--- src/rtl/nav_pkg.sv ---
// Shared encodings and arithmetic helpers for the navigation localization slice.
package nav_pkg;

  localparam int unsigned CALC_W = 16;

  localparam logic [1:0] ORI_N = 2'd0;
  localparam logic [1:0] ORI_E = 2'd1;
  localparam logic [1:0] ORI_S = 2'd2;
  localparam logic [1:0] ORI_W = 2'd3;

  localparam logic [2:0] SEC_A = 3'd1;
  localparam logic [2:0] SEC_B = 3'd2;
  localparam logic [2:0] SEC_C = 3'd3;
  localparam logic [2:0] SEC_D = 3'd4;
  localparam logic [2:0] SEC_E = 3'd5;
  localparam logic [2:0] SEC_F = 3'd6;
  localparam logic [2:0] SEC_G = 3'd7;

  localparam logic [4:0] CMD_TURN_RIGHT = 5'b01100;
  localparam logic [4:0] CMD_TURN_LEFT  = 5'b00110;
  localparam logic [4:0] CMD_STRAIGHT   = 5'b01110;

  // Subtract that floors at zero instead of wrapping.
  function automatic logic [CALC_W-1:0] sat0(input logic [CALC_W-1:0] a,
                                             input logic [CALC_W-1:0] b);
    return (a > b) ? (a - b) : '0;
  endfunction

endpackage

--- src/rtl/tilt_debouncer.sv ---
// Accepts a tilt-switch change only after it has been stable for TILT_DEBOUNCE cycles.
module tilt_debouncer #(
  parameter int unsigned TILT_DEBOUNCE = 4
) (
  input  logic CLK,
  input  logic RST,
  input  logic TILT_RAW,
  output logic tilt_q,
  output logic tilt_rise,
  output logic tilt_fall
);

  localparam int unsigned CW = $clog2(TILT_DEBOUNCE + 1);
  localparam logic [CW-1:0] LAST = CW'(TILT_DEBOUNCE - 1);

  logic [CW-1:0] cnt;

  always_ff @(posedge CLK) begin
    if (RST) begin
      cnt       <= '0;
      tilt_q    <= 1'b0;
      tilt_rise <= 1'b0;
      tilt_fall <= 1'b0;
    end else begin
      tilt_rise <= 1'b0;
      tilt_fall <= 1'b0;
      if (TILT_RAW != tilt_q) begin
        if (cnt == LAST) begin
          tilt_q    <= TILT_RAW;
          tilt_rise <= TILT_RAW;
          tilt_fall <= ~TILT_RAW;
          cnt       <= '0;
        end else begin
          cnt <= cnt + 1'b1;
        end
      end else begin
        cnt <= '0;
      end
    end
  end

endmodule

--- src/rtl/nav_localizer.sv ---
// Heading tracker, course-sector FSM, wall-distance and cargo-zone localization.
module nav_localizer
  import nav_pkg::*;
#(
  parameter int unsigned DIST_W         = 8,
  parameter int unsigned ROBOT_W_2_E    = 26,
  parameter int unsigned ROBOT_N_2_S    = 28,
  parameter int unsigned SECTOR_B_DELTA = 57,
  parameter int unsigned CARGO_COVERAGE = 108,
  parameter int unsigned ZONE_SEP       = 8,
  parameter int unsigned ZONE_OFFSET    = 4,
  parameter int unsigned NUM_ZONES      = 14,
  parameter int unsigned TILT_DEBOUNCE  = 4
) (
  input  logic              CLK,
  input  logic              RST,
  input  logic              CAL_VALID,
  input  logic [DIST_W-1:0] INITIAL_X,
  input  logic [DIST_W-1:0] INITIAL_Y,
  input  logic [4:0]        COMMAND,
  input  logic [DIST_W-1:0] DISTANCE_FRONT,
  input  logic [DIST_W-1:0] DISTANCE_SIDE_FRONT,
  input  logic              TILT_RAW,
  output logic              CALIBRATED,
  output logic [1:0]        ORIENTATION,
  output logic [2:0]        SECTOR,
  output logic [DIST_W-1:0] BACK_DISTANCE,
  output logic [DIST_W-1:0] RIGHT_DISTANCE,
  output logic [3:0]        ZONE_INDEX,
  output logic              ZONE_HIT
);

  localparam int unsigned GW = DIST_W + 1;
  localparam logic [CALC_W-1:0] DIST_MAX = CALC_W'((2 ** DIST_W) - 1);

  logic [GW-1:0]     course_we, course_ns, half_we, zone_base;
  logic [GW-1:0]     cal_we, cal_ns;
  logic [4:0]        old_command;
  logic [2:0]        sector_next;
  logic [3:0]        zone_next;
  logic              tilt_rise, tilt_fall, tilt_q_unused;
  logic [CALC_W-1:0] front_c, side_c, we_c, ns_c, half_c, base_c;
  logic [CALC_W-1:0] span_ns, along, across, back_c, right_c, zone_z, zone_d;

  assign front_c = CALC_W'(DISTANCE_FRONT);
  assign side_c  = CALC_W'(DISTANCE_SIDE_FRONT);
  assign we_c    = CALC_W'(course_we);
  assign ns_c    = CALC_W'(course_ns);
  assign half_c  = CALC_W'(half_we);
  assign base_c  = CALC_W'(zone_base);
  assign cal_we  = GW'(INITIAL_X) + GW'(ROBOT_W_2_E);
  assign cal_ns  = GW'(INITIAL_Y) + GW'(ROBOT_N_2_S);

  tilt_debouncer #(.TILT_DEBOUNCE(TILT_DEBOUNCE)) u_tilt (
    .CLK       (CLK),
    .RST       (RST),
    .TILT_RAW  (TILT_RAW),
    .tilt_q    (tilt_q_unused),
    .tilt_rise (tilt_rise),
    .tilt_fall (tilt_fall)
  );

  // Re-calibration only refreshes geometry; sector and heading keep running.
  always_ff @(posedge CLK) begin
    if (RST) begin
      course_we  <= '0;
      course_ns  <= '0;
      half_we    <= '0;
      zone_base  <= '0;
      CALIBRATED <= 1'b0;
    end else if (CAL_VALID) begin
      course_we  <= cal_we;
      course_ns  <= cal_ns;
      half_we    <= cal_we >> 1;
      zone_base  <= GW'(sat0(sat0(CALC_W'(cal_ns), CALC_W'(SECTOR_B_DELTA)),
                             CALC_W'(CARGO_COVERAGE)) >> 1);
      CALIBRATED <= 1'b1;
    end
  end

  always_ff @(posedge CLK) begin
    if (RST) begin
      ORIENTATION <= ORI_N;
      old_command <= CMD_STRAIGHT;
    end else begin
      old_command <= COMMAND;
      if (COMMAND != old_command) begin
        if (old_command == CMD_TURN_LEFT)
          ORIENTATION <= ORIENTATION - 2'd1;
        else if (old_command == CMD_TURN_RIGHT)
          ORIENTATION <= ORIENTATION + 2'd1;
      end
    end
  end

  always_comb begin
    sector_next = SECTOR;
    case (SECTOR)
      SEC_A: if (ORIENTATION == ORI_W && front_c <= half_c) sector_next = SEC_B;
             else if (ORIENTATION == ORI_N && front_c <= half_c) sector_next = SEC_C;
      SEC_B: if (ORIENTATION == ORI_E && front_c <= half_c) sector_next = SEC_A;
      SEC_C: if (ORIENTATION == ORI_W && tilt_rise) sector_next = SEC_D;
             else if (ORIENTATION == ORI_S && front_c <= sat0(ns_c, half_c)) sector_next = SEC_A;
      SEC_D: if (ORIENTATION == ORI_W && tilt_fall) sector_next = SEC_E;
             else if (ORIENTATION == ORI_E && tilt_fall) sector_next = SEC_C;
      SEC_E: if (ORIENTATION == ORI_S && tilt_rise) sector_next = SEC_F;
             else if (ORIENTATION == ORI_E && tilt_rise) sector_next = SEC_D;
      SEC_F: if (ORIENTATION == ORI_S && tilt_fall) sector_next = SEC_G;
             else if (ORIENTATION == ORI_N && tilt_fall) sector_next = SEC_E;
      SEC_G: if (ORIENTATION == ORI_N && tilt_rise) sector_next = SEC_F;
      default: sector_next = SEC_A;
    endcase
  end

  // E and W both have bit 0 set: the course axes swap when facing them.
  always_comb begin
    span_ns = (SECTOR == SEC_B) ? sat0(ns_c, CALC_W'(SECTOR_B_DELTA)) : ns_c;
    along   = ORIENTATION[0] ? we_c : span_ns;
    across  = ORIENTATION[0] ? span_ns : we_c;
    back_c  = sat0(sat0(along, CALC_W'(ROBOT_N_2_S)), front_c);
    right_c = sat0(sat0(across, CALC_W'(ROBOT_W_2_E)), side_c);
    if (back_c > DIST_MAX) back_c = DIST_MAX;
    if (right_c > DIST_MAX) right_c = DIST_MAX;
  end

  // Scan from the far zone down so the lowest matching index wins.
  always_comb begin
    zone_next = '0;
    zone_z    = '0;
    zone_d    = '0;
    if (SECTOR == SEC_B) begin
      for (int unsigned k = NUM_ZONES; k >= 1; k--) begin
        zone_z = base_c + CALC_W'(ZONE_OFFSET) + CALC_W'((NUM_ZONES - k) * ZONE_SEP);
        zone_d = (front_c > zone_z) ? (front_c - zone_z) : (zone_z - front_c);
        if (zone_d < CALC_W'(ZONE_SEP / 2)) zone_next = 4'(k);
      end
    end
  end

  always_ff @(posedge CLK) begin
    if (RST || !CALIBRATED) begin
      SECTOR         <= SEC_A;
      BACK_DISTANCE  <= '0;
      RIGHT_DISTANCE <= '0;
      ZONE_INDEX     <= '0;
      ZONE_HIT       <= 1'b0;
    end else begin
      SECTOR         <= sector_next;
      BACK_DISTANCE  <= DIST_W'(back_c);
      RIGHT_DISTANCE <= DIST_W'(right_c);
      ZONE_INDEX     <= zone_next;
      ZONE_HIT       <= (zone_next != '0) && (zone_next != ZONE_INDEX);
    end
  end

endmodule

--- config.mk ---
export PLATFORM = sky130hd
export DESIGN_NAME = nav_localizer
export DESIGN_NICKNAME = d
export VERILOG_FILES = /design/src/rtl/nav_pkg.sv /design/src/rtl/tilt_debouncer.sv /design/src/rtl/nav_localizer.sv
export SDC_FILE = /design/constraint.sdc
export NUM_CORES = 1
export LEC_CHECK = 0
export ABC_AREA = 1
export CAP_MARGIN = 5
export CORE_MARGIN = 2
export CORE_UTILIZATION = 60
export CTS_BUF_LIST = sky130_fd_sc_hd__clkbuf_4 sky130_fd_sc_hd__clkbuf_8 sky130_fd_sc_hd__clkbuf_16
export CTS_CLUSTER_DIAMETER = 40
export DETAILED_ROUTE_END_ITERATION = 8
export GPL_TIMING_DRIVEN = 0
export HOLD_SLACK_MARGIN = 0.08
export PLACE_DENSITY = 0.8
export SETUP_SLACK_MARGIN = 0.02
export SKIP_LAST_GASP = 1
export SLEW_MARGIN = 20
export SYNTH_ARGS = -nofsm -noshare
export SYNTH_HDL_FRONTEND = slang
export SYNTH_HIERARCHICAL = 1
export SYNTH_SLANG_ARGS = --single-unit
--- constraint.sdc ---
create_clock -name CLK -period 7.34 [get_ports CLK]
set_input_delay 1.468 -clock CLK [delete_from_list [all_inputs] [get_ports CLK]]
set_output_delay 1.468 -clock CLK [all_outputs]
set_load 0.1 [all_outputs]
Word level (Yosys, flattened, before mapping)
Index checks and enable logic that the tools add are counted.
- $add $sub $neg: 55
- $mul: 0
- div/mod/pow operators: 0
- magnitude comparators: 40
- equality and inequality tests: 23
- shifts and indexed selects: 0
- mux-type cells: 57
- bitwise gates (word level): 3
- reductions and logical operators: 23
- operator list (cell ; number):
    16-bit 2-to-1 mux ; 24
    16-bit by 8-bit subtractor with 16-bit output ; 15
    16-bit by 3-bit less-than comparator with 1-bit output, second input constant ; 14
    8-bit by 16-bit > comparator with 1-bit output ; 13
    8-bit by 16-bit subtractor with 16-bit output ; 13
    16-bit by 7-bit adder with 16-bit output, second input constant ; 5
    16-bit by 6-bit adder with 16-bit output, second input constant ; 4
    4-bit 2-to-1 mux ; 15
    3-bit 2-to-1 mux ; 12
    16-bit by 5-bit adder with 16-bit output, second input constant ; 2
    16-bit by 5-bit > comparator with 1-bit output, second input constant ; 2
    16-bit by 8-bit > comparator with 1-bit output ; 2
    16-bit by 8-bit > comparator with 1-bit output, second input constant ; 2
    16-bit by 5-bit subtractor with 16-bit output, second input constant ; 2
    3-bit one-hot mux with 7 select lines ; 1
    9-bit by 6-bit subtractor with 10-bit output, second input constant ; 2
    8-bit by 5-bit adder with 9-bit output, second input constant ; 2
    9-bit by 6-bit > comparator with 1-bit output, second input constant ; 2
    16-bit by 4-bit adder with 16-bit output, second input constant ; 1
    16-bit by 7-bit > comparator with 1-bit output, second input constant ; 1
    8-bit by 16-bit <= comparator with 1-bit output ; 1
    8-bit 2-to-1 mux ; 2
    3-bit inequality test, second input constant ; 5
    1-bit logical AND ; 13
    other kinds (34) ; 46
- register bits after elaboration: 73
- bits in latches: 0
- bits in writable memories: 0
- memory bits (read-only): 0
- output and inout port bits: 27
- word-level logic and storage cells: 217
- memories: 0

Longest topological paths before layout
- word-level depth: 21
- gate-level depth with buffers: 40

Hierarchy
Netlist, hierarchy kept.
- modules (own cells, without submodules) (module ; instances ; cells an instance ; area an instance (sq um) ; seq. area each (sq um)):
    nav_localizer ; 1 ; 2103 ; 12031.5 ; 1181.1
    tilt_debouncer ; 1 ; 26 ; 231.5 ; 120.1

Least setup slack after synthesis
No wires, ideal clock.
- path kind: reg2reg
- from: reg SECTOR[1]
- to: reg BACK_DISTANCE[0]
- setup time: 0.124 ns
- arrival: 4.514 ns
- required time: 7.216 ns
- path slack: 2.702 ns
- cell stages (with the launch flop): 25
- cell sequence: dfxtp_1 -> inv_1 -> nor3_2 -> buf_2 -> nand2_1 -> nand2_1 -> nand3_1 -> o21ai_0 -> ha_1 -> nand2_1 -> o211ai_1 -> inv_1 -> nor2_1 -> fa_1 -> a21oi_1 -> o21bai_1 -> a21oi_1 -> o21bai_1 -> nand2_1 -> a21oi_1 -> a21oi_1 -> mux2i_1 -> nand2_1 -> inv_1 -> a21oi_1
- word-level cells in the longest chain between the ends: 9
- RTL lines (item ; RTL line ; RTL):
    from (decl) ; nav_localizer.sv:26 ; output logic [2:0] SECTOR,
    from (signal assigned) ; nav_localizer.sv:148 ; SECTOR <= sector_next;
    3-bit by 2-bit == test with 1-bit output (*) ; nav_localizer.sv:117 ; span_ns = (SECTOR == SEC_B) ? sat0(ns_c, CALC_W'(SECTOR_B_DELTA)) : ns_c;
    16-bit 2-to-1 mux (*) ; nav_localizer.sv:117 ;
    16-bit 2-to-1 mux (*) ; nav_localizer.sv:118 ; along = ORIENTATION[0] ? we_c : span_ns;
    16-bit by 5-bit subtractor with 16-bit output / 16-bit by 5-bit > comparator with 1-bit output (equally long branches) ; nav_pkg.sv:26 ; return (a > b) ? (a - b) : '0;
    16-bit 2-to-1 mux (*) ; nav_pkg.sv:26 ;
    16-bit by 8-bit subtractor with 16-bit output / 16-bit by 8-bit > comparator with 1-bit output (equally long branches) ; nav_pkg.sv:26 ;
    16-bit 2-to-1 mux (*) ; nav_pkg.sv:26 ;
    16-bit by 8-bit > comparator with 1-bit output ; nav_localizer.sv:122 ; if (back_c > DIST_MAX) back_c = DIST_MAX;
    8-bit 2-to-1 mux (*) ; nav_localizer.sv:122 ;
    to (signal assigned) ; nav_localizer.sv:149 ; BACK_DISTANCE <= DIST_W'(back_c);
    to (decl) ; nav_localizer.sv:27 ; output logic [DIST_W-1:0] BACK_DISTANCE,
Mark *: on every way between the ends. The rest lies on a longest branch, timed or not.
A chain may end at the register's enable or synchronous reset.

Worst setup path in the final report
- from: in DISTANCE_FRONT[6]
- to: reg ZONE_HIT
- word-level cells in the longest chain between the ends: 20
- RTL lines (item ; RTL line ; RTL):
    from (decl) ; nav_localizer.sv:21 ; input logic [DIST_W-1:0] DISTANCE_FRONT,
    16-bit by 8-bit subtractor with 16-bit output, or another cell as far along ; nav_localizer.sv:134 ; zone_d = (front_c > zone_z) ? (front_c - zone_z) : (zone_z - front_c);
    16-bit 2-to-1 mux ; nav_localizer.sv:134 ;
    16-bit by 3-bit less-than comparator with 1-bit output ; nav_localizer.sv:135 ; if (zone_d < CALC_W'(ZONE_SEP / 2)) zone_next = 4'(k);
    4-bit 2-to-1 mux (13 in a row) ; nav_localizer.sv:135 ;
    4-bit 2-to-1 mux (*) ; nav_localizer.sv:135 ;
    4-bit 2-to-1 mux (*) ; nav_localizer.sv:131 ; if (SECTOR == SEC_B) begin
    4-bit inequality test / 4-bit nonzero test (equally long branches) ; nav_localizer.sv:152 ; ZONE_HIT <= (zone_next != '0) && (zone_next != ZONE_INDEX);
    1-bit logical AND (*) ; nav_localizer.sv:152 ;
    to (signal assigned) ; nav_localizer.sv:152 ;
    to (decl) ; nav_localizer.sv:30 ; output logic ZONE_HIT
Marked as above.

==> results.tsv <==
metric	value	unit
status	completed	
cts_resized	0	
slew_headroom	26.3	%
avgViaCountPerCell	5.60	
required	7.58	ns
crit_path_start_kind	primary input	
grt_max_degree	18	
cts.sinks	65	
cts_setup_buffers	0	
reg2reg_depth	35	
synthArstFlopShare	0	%
drive_above_1_share	5.20	%
drt_iter0_drc	852	
crit_fanout	17	
hold_viol_final	0	
fp-row-count	52	
ys.flop_type	dfxtp_1	
synth.largest_area_cell	nand2_1	
drt_pass1_iterations	6	
cts_buffers	9	
synthDistinctLibCells	60	
n_antenna_cell	0	
ant_nets	0	
drc	0	
worst_pin_slew	1.10	ns
crit_type	primary input to flip-flop	
via_count	13900	
skew	0.00758	ns
rsz0062_at_grt	no	
r2r_slack	2.16	ns
ys_ff_latch	65	
min_from	u_tilt/cnt[0]	
grt_pass1_wl	61300	µm
r2r-start	zone_base[2]	
slew_viol_final	0	
cts.path.max_buffers	2	
areaGrowthSynthToFinish	10.3	%
die_area	0.0216	mm²
filler_cell_count	1989	
track_usage	34.4	%
core	0.0202	mm²
cts_hold_buf	0	
synth_area	0.0123	mm²
initial_core_util	60.8	%
hpwl	30000	µm
tritoncts	built	
cts-root-buf	clkbuf_16	
arrival	6.47	ns
max_freq	0.161	GHz
clk_pin_slew_worst_paths	0.06	ns
pre_cts_ws	0.856	ns
yosysSeqAreaShare	10.6	%
ios	68	
ir_worst_vdd	0.000144	V
synth.cells.most_frequent	nand2_1, inv_1, nor2_1	
setup_viol	0	
wire_per_inst	15.1	µm
hold_end	u_tilt/cnt[0]	
synth_area_leaders	nand2_1, ha_1, dfxtp_1	
syn-num-nets	2327	
grt_pass1_vias	13000	
yosys_warnings	6	
gp_congestion	0.973	
clock_latency	0.34	ns
critPathTopFamily	buffers and inverters	
yosysMostFrequentCell	nand2_1	
synth_area_per_cell	5.76	µm²
numPortBuffers	66	
max-cap-violations	0	
num-nets-final	2404	
hold_path.class	flip-flop to flip-flop	
synth_edf_count	0	
overflow	0	
yosys.area.top_type_share	18.8	%
chipWidth	147	µm
worst_path_max_delay_cell	clkdlybuf4s50_1	
worstHoldPathCells	1	
power.density	206	mW/mm²
postLayoutCoreUtil	67.1	%
finalCritPeriodShare	84.9	%
power.leakage	7.44	nW
syn-instance-count	2129	
antenna_found_initial	0	
tns	0	ns
drt_wl_total	37500	µm
crit_path_end_kind	flip-flop	
regToRegEndpoint	ZONE_HIT	
cp_num_buf_inv	7	
cp_slowest_stage_delay	1.20	ns
die_height	147	µm
htreeDepth	3	
path_common_cell	nand2_1	
fin_crit	6.23	ns
fin_ws	1.11	ns
power by group:
part / leakage (nW) / switching [W] / total (W) / internal, W
Clock: 0.135 / 0.000164 / 0.000406 / 0.000242
Sequential: 0.533 / 0.0000293 / 0.000411 / 0.000382
Combinational: 6.77 / 0.00131 / 0.00196 / 0.000659
sequential cells by signal (all words and copies together), names as in the netlist, 2 cells and up:
register / count
BACK_DISTANCE: 8
ORIENTATION: 2
RIGHT_DISTANCE: 8
SECTOR: 3
ZONE_INDEX: 4
course_ns: 9
course_we: 9
old_command: 5
u_tilt/cnt: 3
zone_base: 9
cell usage in the layout, fill, tap and decap left out, types with 7 or more instances in the layout:
master,count
nand2_2,23
xnor2_1,20
dfxtp_1,65
nor2_4,8
o21bai_1,16
o21ai_0,107
o211ai_1,8
nor2_1,182
a21oi_1,157
a31oi_1,7
or2_2,13
inv_1,343
nor2_2,7
ha_1,154
o21ai_1,12
nor3_1,16
clkbuf_16,9
xor2_1,76
nand3_2,9
inv_2,13
nand2_1,615
nand3_1,149
clkbuf_1,20
nand4_1,33
clkdlybuf4s50_1,65
nand3b_1,8
cell type report:
class	count	area [µm²]	share of cell area, %
well taps	270	338	2.50
inverters	359	1350	9.96
clock buffers	12	254	1.88
repair buffers	66	656	4.85
clock inverters	3	17.5	0.129
plain buffers	31	188	1.39
flip-flops and latches	65	1300	9.62
multi-input cells	1674	9430	69.7
logic make-up (layout without fill, tap and decap cells):
family                     count (synthesis)  count (layout)  synth area share, %
AOI/OAI and AO/OA                        337             337                 15.2
xor gates and xnor gates                  98              98                 7.12
adders and majority gates                157             157                 16.2
buffers and inverters                    390             471                 12.5
muxes                                      1               1               0.0816
DFF                                       65              65                 10.6
and+or+nand+nor                         1081            1081                 38.3
metrics by stage:
step | hold WS [ns] | power, W | cell area [µm²] | std cells
5_1_grt | 0.459 | 0.00304 | 13500 | 2480
4_1_cts | 0.436 | 0.00275 | 13500 | 2480
6_report | 0.432 | 0.00278 | 13500 | 2480
2_1_floorplan | 0.398 | 0.00190 | 12300 | 2129
3_5_place_dp | 0.424 | 0.00234 | 13300 | 2465
3_3_place_gp | 0.407 | 0.00229 | 13300 | 2465
worst max-delay path by stage:
stage / startpoint / end / depth (start not counted)
5_1_grt: DISTANCE_FRONT[6] / ZONE_HIT / 29
3_5_place_dp: DISTANCE_FRONT[6] / ZONE_HIT / 29
3_3_place_gp: DISTANCE_FRONT[6] / ZONE_HIT / 29
6_report: DISTANCE_FRONT[6] / ZONE_HIT / 29
2_1_floorplan: SECTOR[1] / BACK_DISTANCE[0] / 24
4_1_cts: DISTANCE_FRONT[7] / ZONE_HIT / 26
routing by layer:
metal  wire length [µm]  share of wire, %  vias to the layer above  track usage [%]
met5                  0                 0                        -                0
met4               1880               5.0                        0             16.9
met3               2690               7.2                      118             4.01
met2              17800                47                      552             61.9
met1              15200                40                     6243             40.7
li1                   -                 -                     6966                -
Power figures use the tool's default switching activity.
